[src/rtl/switch_pio_pkg.sv]
// switch_pio_pkg: register map and edge-qualification encodings shared by the switch PIO
package switch_pio_pkg;
  localparam logic [1:0] ADDR_DATA = 2'd0;
  localparam logic [1:0] ADDR_RAW  = 2'd1;
  localparam logic [1:0] ADDR_MASK = 2'd2;
  localparam logic [1:0] ADDR_EDGE = 2'd3;
  typedef enum logic [1:0] {
    EDGE_ANY  = 2'd0,
    EDGE_RISE = 2'd1,
    EDGE_FALL = 2'd2
  } edge_mode_e;
endpackage

[src/rtl/debounce_bit.sv]
// debounce_bit: per-switch stability counter and accepted (debounced) level
module debounce_bit #(
  parameter int STABLE = 4
) (
  input  logic clk,
  input  logic reset,
  input  logic tick,
  input  logic primed,
  input  logic sample,
  output logic deb
);
  logic [3:0] r_cnt;
  logic       r_deb;
  logic       w_done;
  assign w_done = r_cnt == 4'(STABLE - 1);
  assign deb = r_deb;
  // unprimed tick adopts the sample outright so power-up levels never look like edges
  always_ff @(posedge clk or posedge reset)
    if (reset) begin
      r_cnt <= '0;
      r_deb <= 1'b0;
    end else if (tick) begin
      r_cnt <= (primed && sample != r_deb && !w_done) ? r_cnt + 4'd1 : 4'd0;
      r_deb <= (!primed || (sample != r_deb && w_done)) ? sample : r_deb;
    end
endmodule

[src/rtl/switch_debounce_irq.sv]
// switch_debounce_irq: Avalon-MM switch PIO with debounce, edge capture and masked level IRQ
module switch_debounce_irq
  import switch_pio_pkg::*;
#(
  parameter int WIDTH     = 18,
  parameter int DIV       = 50000,
  parameter int STABLE    = 4,
  parameter int EDGE_MODE = 0
) (
  input  logic             clk,
  input  logic             reset,
  input  logic [1:0]       address,
  input  logic             chipselect,
  input  logic             write_n,
  input  logic [WIDTH-1:0] writedata,
  output logic [WIDTH-1:0] readdata,
  input  logic [WIDTH-1:0] in_port,
  output logic             irq
);
  localparam int PW = $clog2(DIV);
  logic [PW-1:0]    r_pre;
  logic [WIDTH-1:0] r_sync1, r_sync2, r_deb_d, r_edge, r_mask;
  logic [WIDTH-1:0] w_deb, w_edge, w_clr, w_rdata;
  logic             r_primed, w_tick, w_wr, w_rd;
  assign w_tick = r_pre == PW'(DIV - 1);
  assign w_wr   = chipselect && !write_n;
  assign w_rd   = chipselect && write_n;
  assign w_clr  = (w_wr && address == ADDR_EDGE) ? writedata : '0;
  assign w_edge = !r_primed                     ? '0 :
                  EDGE_MODE == int'(EDGE_RISE)  ? w_deb & ~r_deb_d :
                  EDGE_MODE == int'(EDGE_FALL)  ? ~w_deb & r_deb_d :
                                                  w_deb ^ r_deb_d;
  assign w_rdata = address == ADDR_DATA ? w_deb :
                   address == ADDR_RAW  ? r_sync2 :
                   address == ADDR_MASK ? r_mask : r_edge;
  for (genvar i = 0; i < WIDTH; i++) begin : g_bit
    debounce_bit #(.STABLE(STABLE)) u_bit (
      .clk    (clk),
      .reset  (reset),
      .tick   (w_tick),
      .primed (r_primed),
      .sample (r_sync2[i]),
      .deb    (w_deb[i])
    );
  end
  // deb_d tracks the priming load too, so the first accepted level raises no edge
  always_ff @(posedge clk or posedge reset)
    if (reset) begin
      r_sync1  <= '0;
      r_sync2  <= '0;
      r_pre    <= '0;
      r_primed <= 1'b0;
      r_deb_d  <= '0;
      r_edge   <= '0;
      r_mask   <= '0;
      irq      <= 1'b0;
      readdata <= '0;
    end else begin
      r_sync1  <= in_port;
      r_sync2  <= r_sync1;
      r_pre    <= w_tick ? '0 : r_pre + PW'(1);
      r_primed <= r_primed | w_tick;
      r_deb_d  <= (w_tick && !r_primed) ? r_sync2 : w_deb;
      r_edge   <= (r_edge & ~w_clr) | w_edge;
      r_mask   <= (w_wr && address == ADDR_MASK) ? writedata : r_mask;
      irq      <= |(r_edge & r_mask);
      readdata <= w_rd ? w_rdata : readdata;
    end
endmodule
[config.mk]
export PLATFORM = sky130hd
export DESIGN_NAME = switch_debounce_irq
export DESIGN_NICKNAME = d
export VERILOG_FILES = /design/src/rtl/switch_pio_pkg.sv /design/src/rtl/debounce_bit.sv /design/src/rtl/switch_debounce_irq.sv
export SDC_FILE = /design/constraint.sdc
export NUM_CORES = 1
export LEC_CHECK = 0
export BUFFER_PORTS_ARGS = -buffer_cell sky130_fd_sc_hd__buf_4
export CAP_MARGIN = 20
export CORE_MARGIN = 4
export CORE_UTILIZATION = 35
export DETAILED_ROUTE_END_ITERATION = 7
export SETUP_SLACK_MARGIN = 0.5
export SLEW_MARGIN = 20
export SYNTH_ARGS = -nofsm -noshare
export SYNTH_HDL_FRONTEND = slang
export SYNTH_SLANG_ARGS = --single-unit
export TNS_END_PERCENT = 5
[constraint.sdc]
create_clock -name clk -period 7.7 [get_ports clk]
set_input_delay 1.54 -clock clk [delete_from_list [all_inputs] [get_ports clk]]
set_output_delay 1.54 -clock clk [all_outputs]
set_load 0.02 [all_outputs]
==> impl_metrics.ini, run 1 <==
[outcome]
status = complete, no violations

[drt]
dr.first_iter.drc_count = 305
via_per_inst = 5.09
drt_wl_total_um = 20700
drc = 0
routedWlPerCell_um = 16.5
vias = 6373
drt-pass1-iter-count = 7
antenna_left = 0

[timing]
setup_viol_count_final = 0
rsz0062_at_grt = no
finalMaxSlewViolations = 0
slew_headroom_pct = 34.8
fmax_ghz = 0.358
worst_pin_slew_ns = 0.976
tns_ns = 0
period_share_pct = 36.3
period_minus_slack_ns = 2.80
finalHoldViolCount = 0
clock_skew_ns = 0.0191

[worst_setup_path]
crit_path_top_delay_cell = or4_1
crit_type = reg2reg
cp_top_family = simple AND/OR/NAND/NOR gates
cp.arrival_ns = 3.21
critPathBufInv = 0
cp_cell_sequence = nor4b_4 -> nand4_2 -> or4_1 -> o31ai_1
cpPeakStageDelay_ns = 0.84
cp.required_ns = 8.11
critPathLaunchType = register
r2r-start = r_pre[7]
crit_start = r_pre[7]
path_max_fanout = 32
endpoint_kind = register

[synthesis]
syn_area_per_cell_um2 = 12.1
syn_nets = 863
synth_seq_cells = 216
ys_seq_area_share_pct = 55.7
async_flop_share_pct = 100
syn_inst = 802
synth_top_flop_cell = dfrtp_1
netlist_area_um2 = 9700
synth_edf_count = 0
yosysWarnings = 0
synth_cell_types = 46

[final_layout]
final_common_cell = dfrtp_1
drive_gt1_share_pct = 24.1
final_nets = 926
mostFrequentLayoutCells = 216 x dfrtp_1, 85 x o21ai_0, 77 x nand2_1
antenna_cells = 0
finalInstanceArea_um2 = 11300
syn2layout_area_growth_pct = 16.5

[clock_network]
post-cts-setup-buffers = 0
cts-resized-gates = 0
cts_root_buffer = clkbuf_16
clk_latency_ns = 0.51
cts_hold_buffers = 0
clock_path_buffers = 3
cts.sinks = 216
htree_num_levels = 1
tritoncts = built
cts_buffers = 23
path_clk_slew_ns = 0.06

[power_and_ir_drop]
ir_worst_vdd_uv = 167
seqPwrFrac_pct = 49.1
power.total_mw = 2.50
p_sw_mw = 0.566
powerDensity_nw_per_um2 = 221
p_sw_share_pct = 22.7
p_int_mw = 1.93
p_clk_share_pct = 44.2
pwr-share-comb_pct = 6.7
total_leakage_power_nw = 5.13

[die]
ios = 61
die_area_um2 = 30400
initial_utilization_pct = 35.8
dieHeight_um = 174
rows = 60
die_x_um = 174
core_region_area_um2 = 27100

[global_routing]
grt_max_degree = 68
grt_pass1_wl_um = 34500
grt_overflow = 0
grt_pass1_vias = 6451
antenna_found_initial = 0
grt_use_total_pct = 13.8

[placement]
placed_cell_area_um2 = 10500
portBuffers = 60
dp_hpwl_um = 13500
gp_congestion = 0.764

[run]
cap_viol_max_count = 0

[min_path]
worstHoldPathType = reg2reg
hold_path.startpoint = r_sync1[7]
[worst paths after layout]
kind                                            end  slack, ns  depth (start not counted)
setup reg to reg           g_bit[12].u_bit.r_cnt[3]       4.90                          4
hold / removal                           r_sync2[7]       0.35                          0
min in group asynchronous  g_bit[12].u_bit.r_cnt[3]       1.08                          2
setup / recovery           g_bit[12].u_bit.r_cnt[3]       4.90                          4
hold reg to reg                          r_sync2[7]       0.35                          0
max in group asynchronous                r_sync2[3]       5.41                          3
[layer usage]
| layer | wire length, um | track usage (%) | up-vias |
|---|---|---|---|
| met4 | 353 | 3.46 | 0 |
| li1 | - | - | 3034 |
| met1 | 9750 | 19.3 | 3192 |
| met2 | 9720 | 22.6 | 118 |
| met3 | 902 | 2.17 | 29 |
| met5 | 0 | 0 | - |
[worst reg2reg max path: stages (launching register included)]
cell     delay, ns
dfrtp_1       0.48
nor4b_4       0.33
nand4_2       0.80
or4_1         0.85
o31ai_1       0.24
[final cells by class]
cell class | count | area, um2
clock buffers | 34 | 697
repair buffers | 69 | 518
multi-input cells | 534 | 4060
well taps | 372 | 465
fillers | 2563 | 15800
inverters | 21 | 82.6
flip-flops and latches | 216 | 5410
clock inverters | 7 | 71.3
[flip-flops by register name, summed over array words and instances, names as in the netlist]
signal and cells:
r_deb_d 18, r_sync2 18, readdata 18, r_edge 18, irq 1, g_bit.u_bit.r_cnt 72, r_primed 1, r_sync1 18
r_mask 18, r_pre 16, g_bit.u_bit.deb 18
[Yosys cell counts, types with 2 or more instances]
cell type    n  area share, %
nand3_1     23            1.2
xor2_1      26            2.3
o21ai_0     85            4.4
and4b_1     17            1.8
and4_1       3           0.27
nor3_1      19           0.98
a221oi_1     3           0.27
nand4_2      2           0.26
nand2b_1    16            1.0
a22oi_1      3           0.23
mux2_2      72            8.4
and3_1       2           0.13
nor3b_1      5           0.39
nand4_1      6           0.39
clkbuf_1    16           0.62
nand2_1     77            3.0
nor2_1      19           0.74
ha_1        19            2.5
a21oi_1     18           0.93
o21ai_1      4           0.21
dfrtp_1    216             56
buf_6        2           0.23
inv_1       21           0.81
nand3b_1     2           0.15
mux4_2      18            4.2
or3_1       14           0.90
or2_2        4           0.26
buf_2       10           0.52
or4_1        5           0.39
buf_4        2           0.15
o31ai_1     15            1.2
xnor2_1     23            2.1
nor4b_2      2           0.31
a22o_1      21            1.9
[cell families (layout without fill, tap and decap cells)]
family / after synthesis / after routing / synth area share [%]
AND/OR/NAND/NOR: 227 / 227 / 13.4
flip-flops: 216 / 216 / 55.7
AO/OA/AOI/OAI: 149 / 149 / 9.08
multiplexers: 90 / 90 / 12.5
buffers and inverters: 52 / 131 / 2.37
XOR/XNOR: 49 / 49 / 4.43
adder cells (fa/ha/maj): 19 / 19 / 2.45
[through the flow]
| step | setup WS [ns] | cells | util [%] | hold WS (ns) |
|---|---|---|---|---|
| finish | 4.90 | 1253 | 41.7 | 0.348 |
| floorplan | 3.35 | 802 | - | 0.331 |
| global route | 4.67 | 1253 | 41.7 | 0.351 |
| CTS | 4.85 | 1253 | 41.7 | 0.348 |
| detailed placement | 4.78 | 1212 | 38.9 | 0.335 |
| global placement | 4.78 | 1212 | 38.9 | 0.331 |
[power groups by stage]
stage,clock [mW],combinational [mW],sequential (mW)
detailed placement,0,0.170,1.25
floorplan,0,0.0860,1.25
CTS,1.14,0.171,1.23
finish,1.10,0.166,1.23
global route,1.18,0.182,1.23
global placement,0,0.167,1.25
Power figures use the tool's default switching activity.
==> run 2: changes to the inputs <==
--- a/config.mk
+++ b/config.mk
@@ -5,6 +5,7 @@
 export SDC_FILE = /design/constraint.sdc
 export NUM_CORES = 1
 export LEC_CHECK = 0
+export ABC_AREA = 1
 export BUFFER_PORTS_ARGS = -buffer_cell sky130_fd_sc_hd__buf_4
 export CAP_MARGIN = 20
 export CORE_MARGIN = 4
==> constraint.sdc (replaced) <==
create_clock -name clk -period 2.8 [get_ports clk]
set_input_delay 0.56 -clock clk [delete_from_list [all_inputs] [get_ports clk]]
set_output_delay 0.56 -clock clk [all_outputs]
set_load 0.02 [all_outputs]
==> run 2 against run 1 <==
Effect of this change: register-to-register slack worse by 4.2 ns; hold slack lost 0.31 ns; area after synthesis grew 7.9%; clock power rose to 3.0 times the previous value; global-route usage grew 0.89 points; final area increased by 7.5%; via count rose by 29%; setup slack got worse by 4.2 ns; first-iteration DRC count up 78%; utilization shrank 0.58 points; critical path type unchanged.
==> impl_metrics.ini, run 2 <==
[placement]
placed_cells = 1702
gp_congestion = 0.883
dp_hpwl_um = 16200
portBuffers = 60

[clock_network]
cts-resized-gates = 0
tritoncts = built
cts_root_buffer = clkbuf_16
clk_latency_ns = 0.53
htree_num_levels = 1
cts_hold_buffers = 0
cts.sinks = 216
clock_path_buffers = 3
post-cts-setup-buffers = 0
path_clk_slew_ns = 0.06
cts_buffers = 26

[timing]
rsz0062_at_grt = yes
finalMaxSlewViolations = 0
period_share_pct = 74.0
fmax_ghz = 0.482
period_minus_slack_ns = 2.07
hold_slack_ns = 0.0325
finalHoldViolCount = 0
clock_skew_ns = 0.0198
worst_pin_slew_ns = 0.664
slew_headroom_pct = 55.7
setup_viol_count_final = 0

[worst_setup_path]
cp.depth = 9
cp.arrival_ns = 2.48
cp_top_family = simple AND/OR/NAND/NOR gates
cpPeakStageDelay_ns = 0.57
endpoint_kind = register
crit_type = reg2reg
cp_cell_sequence = ha_1 -> nand2_1 -> nor2_4 -> nand3_2 -> nor2_4 -> buf_4 -> nand2_1 -> nand2_1 -> nand2_1
r2r_cells = 9
critPathBufInv = 1
critPathLaunchType = register
cpMostUsedCell = nand2_1
cp.required_ns = 3.20
path_max_fanout = 65
crit_path_top_delay_cell = buf_4

[global_routing]
grt_max_degree = 70
grt_overflow = 0
antenna_found_initial = 0
grt_pass1_wl_um = 41000
grt_pass1_vias = 7891
grt_use_total_pct = 14.7

[drt]
drc = 0
via_per_inst = 4.71
drt-pass1-iter-count = 5
drt_wl_total_um = 24100
dr.first_iter.drc_count = 544
antenna_left = 0
routedWlPerCell_um = 13.8
vias = 8235

[die]
initial_utilization_pct = 35.4
rows = 63
ios = 61
die_area_um2 = 32700
dieHeight_um = 181
die_x_um = 181
core_region_area_um2 = 29600

[synthesis]
synth_area_leaders = dfrtp_1 52%, nand2_1 16%, nand3_1 7.9%
netlist_area_um2 = 10500
syn_area_per_cell_um2 = 8.15
synth_seq_cells = 216
synth.largest_area_cell = dfrtp_1
synth_common_cells = 457 x nand2_1, 216 x dfrtp_1, 166 x nand3_1
synth_edf_count = 0
syn_inst = 1284
syn_nets = 1345
synth_top_cell_area_share_pct = 51.7
yosysWarnings = 0
ys_seq_area_share_pct = 51.7
synth_cell_types = 25
synth_top_flop_cell = dfrtp_1
post-synth-top-count-cell = nand2_1
async_flop_share_pct = 100

[final_layout]
final_nets = 1401
antenna_cells = 0
regMostFlops = g_bit.u_bit.r_cnt
syn2layout_area_growth_pct = 16.2
postLayoutCoreUtil_pct = 41.1
final_common_cell = nand2_1
largest_reg_flops = 72
mostFrequentLayoutCells = 457 x nand2_1, 216 x dfrtp_1, 166 x nand3_1
drive_gt1_share_pct = 9.57
fillers = 2928
final_cells = 1748

[power_and_ir_drop]
total_leakage_power_nw = 6.24
ir_worst_vdd_uv = 477
powerDensity_nw_per_um2 = 602
power.total_mw = 7.32

[run]
cap_viol_max_count = 0

[min_path]
worstHoldPathType = in2async

[outcome]
status = complete, no violations
run 2: cell types whose count changed after synthesis, moves of 16 or more:
cell and delta:
a21oi_1 +20, a22o_1 -21, and4b_1 -17, inv_1 +71, mux2_2 -72, mux4_2 -18, nand2_1 +380, nand2b_1 -16
nand3_1 +143, nand3b_1 +16, nor2_1 +60, o21ai_0 -29
run 2: logic make-up (layout without fill, tap and decap cells):
group                    Yosys count  after routing  synth area share [%]
adder cells (fa/ha/maj)           19             19                  2.27
AO/OA/AOI/OAI                     94             94                  4.50
buffers and inverters            144            218                  5.85
flip-flops                       216            216                  51.7
AND/OR/NAND/NOR                  749            749                  30.5
XOR/XNOR                          62             62                  5.19
run 2: final timing paths:
kind,from,end,slack (ns)
worst max-delay path,r_pre[0],g_bit[14].u_bit.deb,0.73
worst min-delay path,reset,r_sync2[10],0.03
worst max register to register,r_pre[0],g_bit[14].u_bit.deb,0.73
worst min register to register,r_sync1[3],r_sync2[3],0.35
max in group asynchronous,reset,g_bit[3].u_bit.r_cnt[0],2.12
min in group clk,in_port[2],r_sync1[2],0.14
run 2: area by class of cell:
cell class | instances | area [um2] | share of cell area [%]
sequential | 216 | 5410 | 44.5
multi-input combinational | 924 | 4450 | 36.6
clock buffer | 37 | 793 | 6.53
timing repair buffer | 75 | 604 | 4.97
tap | 390 | 488 | 4.01
inverter | 97 | 368 | 3.03
clock inverter | 9 | 50.0 | 0.412
run 2: stage by stage:
| step | cell area [um2] | setup slack (ns) | setup TNS (ns) |
|---|---|---|---|
| detailed placement | 11300 | 0.721 | 0 |
| floorplan | 10500 | -0.572 | -123.58 |
| CTS | 12200 | 0.684 | 0 |
| global placement | 11300 | 0.761 | 0 |
| finish | 12200 | 0.727 | 0 |
| global route | 12200 | 0.483 | 0 |
run 2: report_power, final:
group	internal, mW	switching [mW]	total (mW)
Sequential	3.30	0.147	3.44
Combinational	0.240	0.373	0.613
Clock	1.96	1.31	3.26
run 2: worst reg2reg max path, cell delays in order, from the launching register on:
cell and delay [ns]:
dfrtp_1 0.39, ha_1 0.19, nand2_1 0.11, nor2_4 0.15, nand3_2 0.10, nor2_4 0.17, buf_4 0.57, nand2_1 0.13
nand2_1 0.09, nand2_1 0.05
run 2: per-layer routing:
metal  up-vias  share of wire [%]  global-route usage, %
li1       4192                  -                      -
met1      3833                 51                   22.4
met2       169                 43                   22.1
met3        41                4.0                   1.81
met4         0                2.2                   3.87
met5         -                  0                      0
